`src/rtl/accel_pkg.sv`:
```
// rtl/accel_pkg.sv - shared defaults and width/slice helpers for the accelerometer averaging filter
package accel_pkg;

  localparam int DEFAULT_NUM_CH     = 3;
  localparam int DEFAULT_DATA_W     = 16;
  localparam int DEFAULT_LOG2_DEPTH = 3;

  function automatic int sum_width(input int data_w, input int log2_depth);
    return data_w + log2_depth;
  endfunction

  function automatic int ch_lo(input int ch, input int data_w);
    return ch * data_w;
  endfunction

endpackage

```
`src/rtl/accel_avg_filter_if.sv`:
```
// rtl/accel_avg_filter_if.sv - sample input strobe and averaged-vector valid/ready bundle
interface accel_avg_filter_if
  import accel_pkg::*;
#(
  parameter int NUM_CH = DEFAULT_NUM_CH,
  parameter int DATA_W = DEFAULT_DATA_W
);

  logic                     sample_valid;
  logic [NUM_CH*DATA_W-1:0] sample_data;
  logic                     avg_valid;
  logic                     avg_ready;
  logic [NUM_CH*DATA_W-1:0] avg_data;

  modport master (output sample_valid, sample_data, avg_ready, input avg_valid, avg_data);
  modport slave  (input sample_valid, sample_data, avg_ready, output avg_valid, avg_data);

endinterface

```
`src/rtl/accel_ch_avg.sv`:
```
// rtl/accel_ch_avg.sv - one channel: circular sample window and registered running sum
module accel_ch_avg
  import accel_pkg::*;
#(
  parameter int DATA_W     = DEFAULT_DATA_W,
  parameter int LOG2_DEPTH = DEFAULT_LOG2_DEPTH,
  localparam int SUM_W     = sum_width(DATA_W, LOG2_DEPTH)
) (
  input  logic                     clk,
  input  logic                     resetn,
  input  logic                     flush,
  input  logic                     sample_valid,
  input  logic signed [DATA_W-1:0] sample,
  output logic signed [SUM_W-1:0]  sum
);

  localparam int DEPTH = 1 << LOG2_DEPTH;

  logic signed [DATA_W-1:0] buf_q [DEPTH];
  logic [LOG2_DEPTH-1:0]    ptr;
  logic signed [SUM_W-1:0]  next_sum;

  // Cleared entries make the oldest sample read as zero until the window has wrapped once.
  always_comb begin
    next_sum = sum + SUM_W'(sample) - SUM_W'(buf_q[ptr]);
  end

  always_ff @(posedge clk) begin
    if (!resetn || flush) begin
      for (int i = 0; i < DEPTH; i++) buf_q[i] <= '0;
      ptr <= '0;
      sum <= '0;
    end else if (sample_valid) begin
      buf_q[ptr] <= sample;
      ptr        <= ptr + 1'b1;
      sum        <= next_sum;
    end
  end

endmodule

```
`src/rtl/accel_avg_filter.sv`:
```
// rtl/accel_avg_filter.sv - multi-channel moving-average conditioner with output register and motion detect
module accel_avg_filter
  import accel_pkg::*;
#(
  parameter int NUM_CH     = DEFAULT_NUM_CH,
  parameter int DATA_W     = DEFAULT_DATA_W,
  parameter int LOG2_DEPTH = DEFAULT_LOG2_DEPTH
) (
  input  logic               clk_clk,
  input  logic               reset_reset_n,
  accel_avg_filter_if.slave  bus,
  input  logic               flush,
  output logic               overrun,
  input  logic [DATA_W-1:0]  threshold,
  output logic               motion_irq,
  input  logic               irq_clear
);

  localparam int SUM_W = sum_width(DATA_W, LOG2_DEPTH);
  localparam logic [LOG2_DEPTH:0] DEPTH_C = {1'b1, {LOG2_DEPTH{1'b0}}};

  logic signed [SUM_W-1:0]  sum_ch [NUM_CH];
  logic [LOG2_DEPTH:0]      fill;
  logic [LOG2_DEPTH:0]      fill_next;
  logic                     s1_valid;
  logic                     load;
  logic                     motion;
  logic                     prev_valid;
  logic [NUM_CH*DATA_W-1:0] prev_q;
  logic [NUM_CH*DATA_W-1:0] avg_new;
  logic                     avg_valid_q;
  logic [NUM_CH*DATA_W-1:0] avg_data_q;

  for (genvar g = 0; g < NUM_CH; g++) begin : g_ch
    accel_ch_avg #(.DATA_W(DATA_W), .LOG2_DEPTH(LOG2_DEPTH)) u_ch (
      .clk          (clk_clk),
      .resetn       (reset_reset_n),
      .flush        (flush),
      .sample_valid (bus.sample_valid),
      .sample       (bus.sample_data[ch_lo(g, DATA_W) +: DATA_W]),
      .sum          (sum_ch[g])
    );
  end

  assign fill_next = (fill == DEPTH_C) ? fill : fill + 1'b1;
  // A flush in the same cycle also discards the stage-1 result.
  assign load      = s1_valid && !flush;

  always_comb begin
    logic [DATA_W-1:0] avg;
    logic [DATA_W-1:0] prv;
    logic [DATA_W:0]   diff;
    logic [DATA_W:0]   mag;
    avg     = '0;
    prv     = '0;
    diff    = '0;
    mag     = '0;
    avg_new = '0;
    motion  = 1'b0;
    for (int c = 0; c < NUM_CH; c++) begin
      avg  = DATA_W'(sum_ch[c] >>> LOG2_DEPTH);
      prv  = prev_q[ch_lo(c, DATA_W) +: DATA_W];
      diff = {avg[DATA_W-1], avg} - {prv[DATA_W-1], prv};
      mag  = diff[DATA_W] ? -diff : diff;
      if (mag > {1'b0, threshold}) motion = 1'b1;
      avg_new[ch_lo(c, DATA_W) +: DATA_W] = avg;
    end
  end

  always_ff @(posedge clk_clk) begin
    if (!reset_reset_n) begin
      fill        <= '0;
      s1_valid    <= 1'b0;
      prev_valid  <= 1'b0;
      prev_q      <= '0;
      avg_valid_q <= 1'b0;
      avg_data_q  <= '0;
      overrun     <= 1'b0;
      motion_irq  <= 1'b0;
    end else begin
      if (flush) begin
        fill       <= '0;
        s1_valid   <= 1'b0;
        prev_valid <= 1'b0;
      end else begin
        if (bus.sample_valid) fill <= fill_next;
        s1_valid <= bus.sample_valid && (fill_next == DEPTH_C);
      end

      if (load) begin
        avg_data_q  <= avg_new;
        avg_valid_q <= 1'b1;
        prev_q      <= avg_new;
        prev_valid  <= 1'b1;
      end else if (bus.avg_ready) begin
        avg_valid_q <= 1'b0;
      end

      // Sticky flags: a new set outranks irq_clear in the same cycle.
      if (load && avg_valid_q && !bus.avg_ready) overrun <= 1'b1;
      else if (irq_clear)                        overrun <= 1'b0;

      if (load && prev_valid && motion) motion_irq <= 1'b1;
      else if (irq_clear)               motion_irq <= 1'b0;
    end
  end

  assign bus.avg_valid = avg_valid_q;
  assign bus.avg_data  = avg_data_q;

endmodule

```
`src/flat_wrapper.sv`:
```
// flat-port wrapper written by rule: the top's interface ports become plain ports
module accel_avg_filter_flat import accel_pkg::*;
#(
  parameter int NUM_CH     = DEFAULT_NUM_CH,
  parameter int DATA_W     = DEFAULT_DATA_W,
  parameter int LOG2_DEPTH = DEFAULT_LOG2_DEPTH
)
  (clk_clk, reset_reset_n, flush, overrun, threshold, motion_irq, irq_clear, bus_sample_valid, bus_sample_data, bus_avg_ready, bus_avg_valid, bus_avg_data);
  accel_avg_filter_if #(.NUM_CH(NUM_CH), .DATA_W(DATA_W)) bus_i ();
  input  logic clk_clk;
  input  logic reset_reset_n;
  input  logic flush;
  output logic overrun;
  input  logic [DATA_W-1:0] threshold;
  output logic motion_irq;
  input  logic irq_clear;
  input wire logic [$bits(bus_i.sample_valid)-1:0] bus_sample_valid;
  input wire logic [$bits(bus_i.sample_data)-1:0] bus_sample_data;
  input wire logic [$bits(bus_i.avg_ready)-1:0] bus_avg_ready;
  output wire logic [$bits(bus_i.avg_valid)-1:0] bus_avg_valid;
  output wire logic [$bits(bus_i.avg_data)-1:0] bus_avg_data;
  assign bus_i.sample_valid = bus_sample_valid;
  assign bus_i.sample_data = bus_sample_data;
  assign bus_i.avg_ready = bus_avg_ready;
  assign bus_avg_valid = bus_i.avg_valid;
  assign bus_avg_data = bus_i.avg_data;
  accel_avg_filter #(.NUM_CH(NUM_CH), .DATA_W(DATA_W), .LOG2_DEPTH(LOG2_DEPTH)) u_core (.clk_clk(clk_clk), .reset_reset_n(reset_reset_n), .bus(bus_i), .flush(flush), .overrun(overrun), .threshold(threshold), .motion_irq(motion_irq), .irq_clear(irq_clear));
endmodule
```
`config.mk`:
```
export PLATFORM = sky130hd
export DESIGN_NAME = accel_avg_filter_flat
export DESIGN_NICKNAME = d
export VERILOG_FILES = /design/src/rtl/accel_pkg.sv /design/src/rtl/accel_avg_filter_if.sv /design/src/rtl/accel_ch_avg.sv /design/src/rtl/accel_avg_filter.sv /design/src/flat_wrapper.sv
export SDC_FILE = /design/constraint.sdc
export NUM_CORES = 1
export LEC_CHECK = 0
export ABC_AREA = 1
export BUFFER_PORTS_ARGS = -buffer_cell sky130_fd_sc_hd__buf_4
export CORE_ASPECT_RATIO = 0.75
export CORE_MARGIN = 8
export CORE_UTILIZATION = 50
export CTS_CLUSTER_SIZE = 16
export DETAILED_ROUTE_END_ITERATION = 10
export PLACE_DENSITY_LB_ADDON = 0.3
export SLEW_MARGIN = 20
export SYNTH_ARGS = -nofsm -noshare
export SYNTH_HDL_FRONTEND = slang
export SYNTH_HIERARCHICAL = 1
export SYNTH_SLANG_ARGS = --single-unit
```
`constraint.sdc`:
```
create_clock -name clk_clk -period 4.6 [get_ports clk_clk]
set_input_delay 0.92 -clock clk_clk [delete_from_list [all_inputs] [get_ports clk_clk]]
set_output_delay 0.92 -clock clk_clk [all_outputs]
set_load 0.02 [all_outputs]
```
==> key figures, run 1 <==
Logic synthesis
  – Cell Area, Synth: 31600 um^2
  – Synth Area in Compound Gates: 0.113
  – Yosys warnings: 6
  – Largest family of logic cells by synthesized area: simple AND/OR/NAND/NOR gates
  – Mapped Avg Cell Area: 8.10 um^2
  – Syn nets: 4191
  – #FFs+latches synth: 516
  – Area share of fa/ha/maj cells after synthesis: 0.101
  – Post-Synth Simple-Gate Area: 0.226
  – Ys flop type: edfxtp_1
  – Number of enable flip-flop cells after synthesis: 384
  – Async SR Flop Fraction: 0
  – XOR/XNOR share of the synthesized area: 0.0218
  – Yosys cell types: 51
  – Register area share after synthesis: 0.448
  – Multiplexer area fraction after synthesis: 0
  – Mapped Cells: 3900

Final layout
  – Number of nets in the layout: 4315
  – Most frequent cells in the layout: 853 x nor2_1, 581 x nand2_1, 521 x inv_1
  – Finished layout cell area: 35300 um^2
  – Register area: 14200 um^2
  – Commonest non-fill, non-tap cell in the layout: nor2_1
  – Layout cell share with drive strength beyond 1: 0.0915
  – Multi-input gate area: 14600 um^2
  – Fillers: 5672
  – Area grow syn2layout: 11.6%

Clock network
  – CTS Sinks: 516
  – Root buffer cell: clkbuf_16
  – Cts bufs inserted: 51
  – Post-CTS setup buffers: 0
  – H-tree depth: 2
  – CTS resizes: 0
  – Longest Clk Path Bufs: 3
  – Later-pin clock latency in the skew report: 0.61 ns
  – Cts hold-fix bufs: 0
  – Clk slew on worst S/H paths: 0.07 ns
  – CTS tree: built

Place
  – Placed Area: 33500 um^2
  – IO Port Bufs: 120
  – Placer Congestion: 0.916
  – Pre-CTS setup slack: 0.678 ns
  – Final HPWL DP: 61600 um

Global route
  – Pin count of the biggest net entering global routing: 68
  – Initial antenna violation count: 5
  – Vias in the first global route: 23800
  – Gr usage total: 0.233
  – First-pass GRT wire length: 133000 um
  – GRT Residual Overflow: 0

Power and ir drop
  – Pwr per Cell Area: 417 nW/um^2
  – Total power: 0.0147 W
  – Maximum vdd ir drop: 0.000281 V
  – Pleak: 16.7 nW

Timing
  – Fin crit share: 0.874
  – Relative slew slack: 0.330
  – Min setup slack post-route: 0.578 ns
  – Setup violators final: 0
  – Minimum clock period: 4.02 ns
  – RSZ-0062 raised after global routing: false
  – Clock Skew: 0.0179 ns
  – Max Freq: 249 MHz
  – Final Hold Vio Count: 0
  – Setup TNS Final: 0 ns
  – Pins Over Slew Limit: 0
  – Slew of the pin with the lowest slew margin: 1.00 ns

Critical path
  – Worst path max stage delay: 0.39 ns
  – Slowest cell on crit path: fa_1
  – Critical Path Fanout Max: 11
  – Most numerous cell on the critical path: nand2_1
  – Critical Path Start Type: register
  – Critical path buffer and inverter count: 4
  – Largest delay share family, worst path: simple AND/OR/NAND/NOR gates
  – Arrival @ worst endpoint: 4.51 ns
  – Worst path depth: 28
  – Req. time, crit path: 5.08 ns
  – CP Class: reg2reg
  – Worst Reg-to-Reg Cells: 28
  – Crit. End Element: register

Status
  – Run status: complete, no violations

Floorplan
  – Die ar.: 71600 um^2
  – Core area: 62300 um^2
  – Initial core utilization: 0.508
  – Row count: 79
  – Die Y: 234 um
  – Die W: 306 um
  – # IOs: 121

Route
  – Final wirelength: 85300 um
  – Via Count: 26200
  – Initial DRT Pass Iterations: 8
  – DR WL/cell: 17.5 um
  – Starting DRT DRC Count: 2672
  – Drc violations: 0
  – Drt via density: 5.37
  – Final ANT Viol Nets: 0

Flow run
  – Max cap viols: 0

Worst hold path
  – Hold depth: 2
  – Hold Path Class: reg2reg
## worst register-to-register path: cells and delay by family (launching register included)
kind / cells / cell delay [ns]
adder cells (fa/ha/maj): 3 / 0.88
AND/OR/NAND/NOR: 16 / 1.33
flip-flops: 1 / 0.34
XOR/XNOR: 1 / 0.15
AO/OA/AOI/OAI: 4 / 0.67
buffers and inverters: 4 / 0.53
## state kept, by name (all words and copies together) (netlist names), named ones only
signal and cells:
u_core/g_ch.u_ch/ptr 9, u_core/bus.avg_data 48, u_core/s1_valid 1, u_core/bus.avg_valid 1, u_core/g_ch.u_ch/buf_q 384, u_core/motion_irq 1
u_core/overrun 1, u_core/prev_valid 1, u_core/g_ch.u_ch/sum 57, u_core/fill 4
## routing by layer
| metal | global-route usage | vias up | part of all wire |
|---|---|---|---|
| met5 | 0 | - | 0 |
| met4 | 0.0448 | 0 | 0.015 |
| met3 | 0.0496 | 85 | 0.095 |
| met1 | 0.353 | 12200 | 0.48 |
| met2 | 0.341 | 971 | 0.41 |
| li1 | - | 13000 | - |
## logic make-up after synthesis
family | Yosys count
adders and majority gates | 221
xor gates and xnor gates | 77
buffers and inverters | 712
and+or+nand+nor | 1702
AOI/OAI and AO/OA | 672
DFF | 516
## power breakdown
| group | internal, W | switching (W) | leakage (nW) |
|---|---|---|---|
| logic | 0.00179 | 0.00318 | 10.5 |
| clock network | 0.00258 | 0.00186 | 0.853 |
| registers | 0.00519 | 0.0000984 | 5.35 |
| total | 0.00956 | 0.00514 | 16.7 |
## synthesized netlist by cell type (all sizes together) (3+ instances only)
master / number / share of area
o21ai: 327 / 0.052
xor2: 56 / 0.016
buf: 47 / 0.010
o22ai: 51 / 0.010
a31oi: 44 / 0.0087
nor3: 18 / 0.0039
nand3: 162 / 0.027
dfxtp: 132 / 0.084
edfxtp: 384 / 0.36
o211ai: 4 / 0.00095
nand2: 603 / 0.074
a21oi: 230 / 0.037
nand3b: 12 / 0.0032
o21a: 6 / 0.0014
nand4: 26 / 0.0092
xnor2: 21 / 0.0063
clkbuf: 78 / 0.0094
ha: 164 / 0.065
inv: 540 / 0.064
nor2: 872 / 0.11
o21bai: 3 / 0.00071
o221ai: 3 / 0.00083
fa: 57 / 0.036
and2: 6 / 0.0012
clkinv: 47 / 0.0056
## cell type report
class,instances,share of cell area
multi-input combinational,2672,0.414
sequential,516,0.402
inverter,587,0.0626
timing repair buffer,196,0.0428
clock buffer,68,0.0403
tap,810,0.0287
clock inverter,28,0.00972
antenna,3,0.000213
## metrics by stage
stage               hold slack, ns  instances  utilization
floorplan                    0.439       3900            -
global placement             0.448       4781        0.538
detailed placement           0.454       4781        0.538
CTS                          0.464       4877        0.566
global route                 0.490       4877        0.566
finish                       0.463       4880        0.567
## path summary, 6_finish.rpt
path,from,end,slack [ns]
setup / recovery,u_core/g_ch[0].u_ch/sum[3],u_core/motion_irq,0.58
hold / removal,u_core/g_ch[2].u_ch/sum[0],u_core/g_ch[2].u_ch/sum[0],0.46
setup reg to reg,u_core/g_ch[0].u_ch/sum[3],u_core/motion_irq,0.58
hold reg to reg,u_core/g_ch[2].u_ch/sum[0],u_core/g_ch[2].u_ch/sum[0],0.46
Note: power is estimated with default switching activity, not from simulation.
==> run 2: changes to the inputs <==
--- a/config.mk
+++ b/config.mk
@@ -7,7 +7,7 @@
 export LEC_CHECK = 0
 export ABC_AREA = 1
 export BUFFER_PORTS_ARGS = -buffer_cell sky130_fd_sc_hd__buf_4
-export CORE_ASPECT_RATIO = 0.75
+export CORE_ASPECT_RATIO = 1.1
 export CORE_MARGIN = 8
 export CORE_UTILIZATION = 50
 export CTS_CLUSTER_SIZE = 16
==> key figures, run 2 (synthesis gave the netlist of run 1 again) <==
Route
  – Drc violations: 0 (unchanged)
  – Drt via density: 5.30 (was 5.37)
  – DR WL/cell: 16.4 um (was 17.5 um)
  – Starting DRT DRC Count: 2021 (was 2672)
  – Final wirelength: 80200 um (was 85300 um)
  – Via Count: 25900 (was 26200)
  – Initial DRT Pass Iterations: 6 (was 8)
  – Final ANT Viol Nets: 0 (unchanged)

Floorplan
  – # IOs: 121 (unchanged)
  – Core area: 62500 um^2 (was 62300 um^2)
  – Die ar.: 71500 um^2 (was 71600 um^2)
  – Row count: 96 (was 79)
  – Initial core utilization: 0.506 (was 0.508)
  – Die W: 256 um (was 306 um)
  – Die Y: 280 um (was 234 um)

Clock network
  – Later-pin clock latency in the skew report: 0.63 ns (was 0.61 ns)
  – CTS resizes: 0 (unchanged)
  – Clk slew on worst S/H paths: 0.07 ns (about the same)
  – Cts hold-fix bufs: 0 (unchanged)
  – CTS tree: built (unchanged)
  – CTS Sinks: 516 (unchanged)
  – Root buffer cell: clkbuf_16 (unchanged)
  – Post-CTS setup buffers: 0 (unchanged)
  – H-tree depth: 2 (unchanged)
  – Cts bufs inserted: 54 (was 51)
  – Longest Clk Path Bufs: 3 (unchanged)

Power and ir drop
  – Total power: 0.0148 W (was 0.0147 W)
  – Pwr per Cell Area: 419 nW/um^2 (was 417 nW/um^2)
  – Pleak: 16.7 nW (about the same)
  – Maximum vdd ir drop: 0.000331 V (was 0.000281 V)

Critical path
  – Worst R2R Setup Slack: 0.82 ns (was 0.58 ns)
  – Slowest cell on crit path: fa_1 (unchanged)
  – Critical Path Start Type: register (unchanged)
  – Req. time, crit path: 5.08 ns (about the same)
  – Worst path max stage delay: 0.54 ns (was 0.39 ns)
  – Most numerous cell on the critical path: nand2_1 (unchanged)
  – CP Class: reg2reg (unchanged)
  – Critical Path Fanout Max: 3 (was 11)
  – R2R Path End: u_core/motion_irq (unchanged)
  – Crit path to: u_core/motion_irq (unchanged)
  – Worst Reg-to-Reg Cells: 27 (was 28)
  – Largest delay share family, worst path: simple AND/OR/NAND/NOR gates (unchanged)
  – Critical path buffer and inverter count: 2 (was 4)
  – Crit. End Element: register (unchanged)
  – Arrival @ worst endpoint: 4.27 ns (was 4.51 ns)
  – Crit path from: u_core/g_ch[0].u_ch/sum[3] (unchanged)
  – RR Startpoint: u_core/g_ch[0].u_ch/sum[3] (unchanged)
  – Worst path depth: 27 (was 28)

Final layout
  – Post-Route Utilization: 0.565 (was 0.567)
  – Area grow syn2layout: 11.6% (about the same)
  – Biggest register: u_core/g_ch.u_ch/buf_q (unchanged)
  – Fillers: 5757 (was 5672)
  – Max reg flops: 384 (unchanged)
  – Most frequent cells in the layout: 853 x nor2_1, 581 x nand2_1, 521 x inv_1 (unchanged)
  – Number of nets in the layout: 4298 (was 4315)
  – Ant. Diodes: 0 (was 3)
  – Layout cell share with drive strength beyond 1: 0.0888 (was 0.0915)
  – Commonest non-fill, non-tap cell in the layout: nor2_1 (unchanged)

Flow run
  – Max cap viols: 0 (unchanged)

Timing
  – Minimum clock period: 3.78 ns (was 4.02 ns)
  – Max Freq: 264 MHz (was 249 MHz)
  – Fin crit share: 0.823 (was 0.874)
  – RSZ-0062 raised after global routing: false (unchanged)
  – Hold slack final: 0.463 ns (about the same)
  – Final Hold Vio Count: 0 (unchanged)
  – Slew of the pin with the lowest slew margin: 0.911 ns (was 1.00 ns)
  – Setup TNS Final: 0 ns (unchanged)
  – Relative slew slack: 0.391 (was 0.330)
  – Pins Over Slew Limit: 0 (unchanged)
  – Clock Skew: 0.0467 ns (was 0.0179 ns)
  – Setup violators final: 0 (unchanged)

Place
  – Final HPWL DP: 57500 um (was 61600 um)
  – Placer Congestion: 0.901 (was 0.916)
  – IO Port Bufs: 120 (unchanged)

Worst hold path
  – Hold Path Class: reg2reg (unchanged)
  – Hold Startpoint: u_core/g_ch[2].u_ch/sum[0] (unchanged)

Status
  – Run status: complete, no violations (unchanged)

Global route
  – Gr usage total: 0.219 (was 0.233)
  – Vias in the first global route: 24900 (was 23800)
  – Pin count of the biggest net entering global routing: 65 (was 68)
  – Initial antenna violation count: 0 (was 5)
  – First-pass GRT wire length: 129000 um (was 133000 um)
  – GRT Residual Overflow: 0 (unchanged)
[run 2: changes by cell type in the layout (fill, tap and decap cells not counted), moves of 2 or more]
cell,previous run,this run
clkbuf_1,11,5
clkbuf_16,53,55
clkinv_1,54,57
clkinv_2,6,10
clkinvlp_2,0,2
diode_2,3,0
clkinvlp_4,4,1
clkbuf_8,4,2
clkinv_16,0,2
inv_6,0,3
buf_4,193,174
[run 2: power breakdown]
part / internal (W) / switching [W] / leakage [nW]
combinational: 0.00178 / 0.00310 / 10.4
clock: 0.00269 / 0.00191 / 0.917
sequential: 0.00520 / 0.0000888 / 5.35
total: 0.00966 / 0.00511 / 16.7
[run 2: worst min path at each step]
| stage | endpoint | depth (start not counted) |
|---|---|---|
| detailed placement | u_core/g_ch[0].u_ch/sum[0] | 2 |
| finish | u_core/g_ch[2].u_ch/sum[0] | 2 |
| global placement | u_core/g_ch[0].u_ch/sum[0] | 2 |
| CTS | u_core/g_ch[0].u_ch/sum[0] | 2 |
| floorplan | u_core/g_ch[1].u_ch/sum[0] | 2 |
| global route | u_core/g_ch[1].u_ch/sum[0] | 2 |
[run 2: per-stage QoR]
stage	setup WS, ns	instances	area [um^2]
6_report	0.815	4885	35300
5_1_grt	0.385	4885	35300
3_3_place_gp	0.923	4784	33400
2_1_floorplan	1.14	3900	31600
4_1_cts	0.840	4885	35300
3_5_place_dp	0.840	4784	33400
[run 2: cell type report]
class	count	area, um^2	share of cell area
clock buffers	62	1420	0.0403
clock inverters	39	460	0.0131
inverters	587	2210	0.0626
multi-input cells	2672	14600	0.414
flip-flops and latches	516	14200	0.402
well taps	833	1040	0.0296
repair buffers	176	1350	0.0382
[run 2: routing by layer]
metal,global-route usage,up-vias,part of all wire
met2,0.384,742,0.48
met4,0.0592,0,0.025
met1,0.280,12100,0.43
li1,-,12900,-
met3,0.0365,126,0.067
met5,0,-,0
[run 2: worst register-to-register path, cell delays in order (launching register included)]
cell      delay, ns
dfxtp_1        0.32
inv_1          0.06
ha_1           0.20
fa_1           0.54
ha_1           0.18
a21boi_0       0.20
nand3_1        0.13
nor2_1         0.10
nand2_1        0.08
nor2_2         0.14
nand3_1        0.12
nor2_2         0.14
nor2_1         0.06
xor2_1         0.13
inv_1          0.06
ha_1           0.29
nand2_1        0.09
nor2_1         0.05
a211oi_1       0.17
nand2_1        0.08
nand2_1        0.06
nand2_1        0.05
nand2_1        0.05
nand2_1        0.04
nand2_1        0.05
nand3_1        0.07
o21bai_1       0.13
a21oi_1        0.08
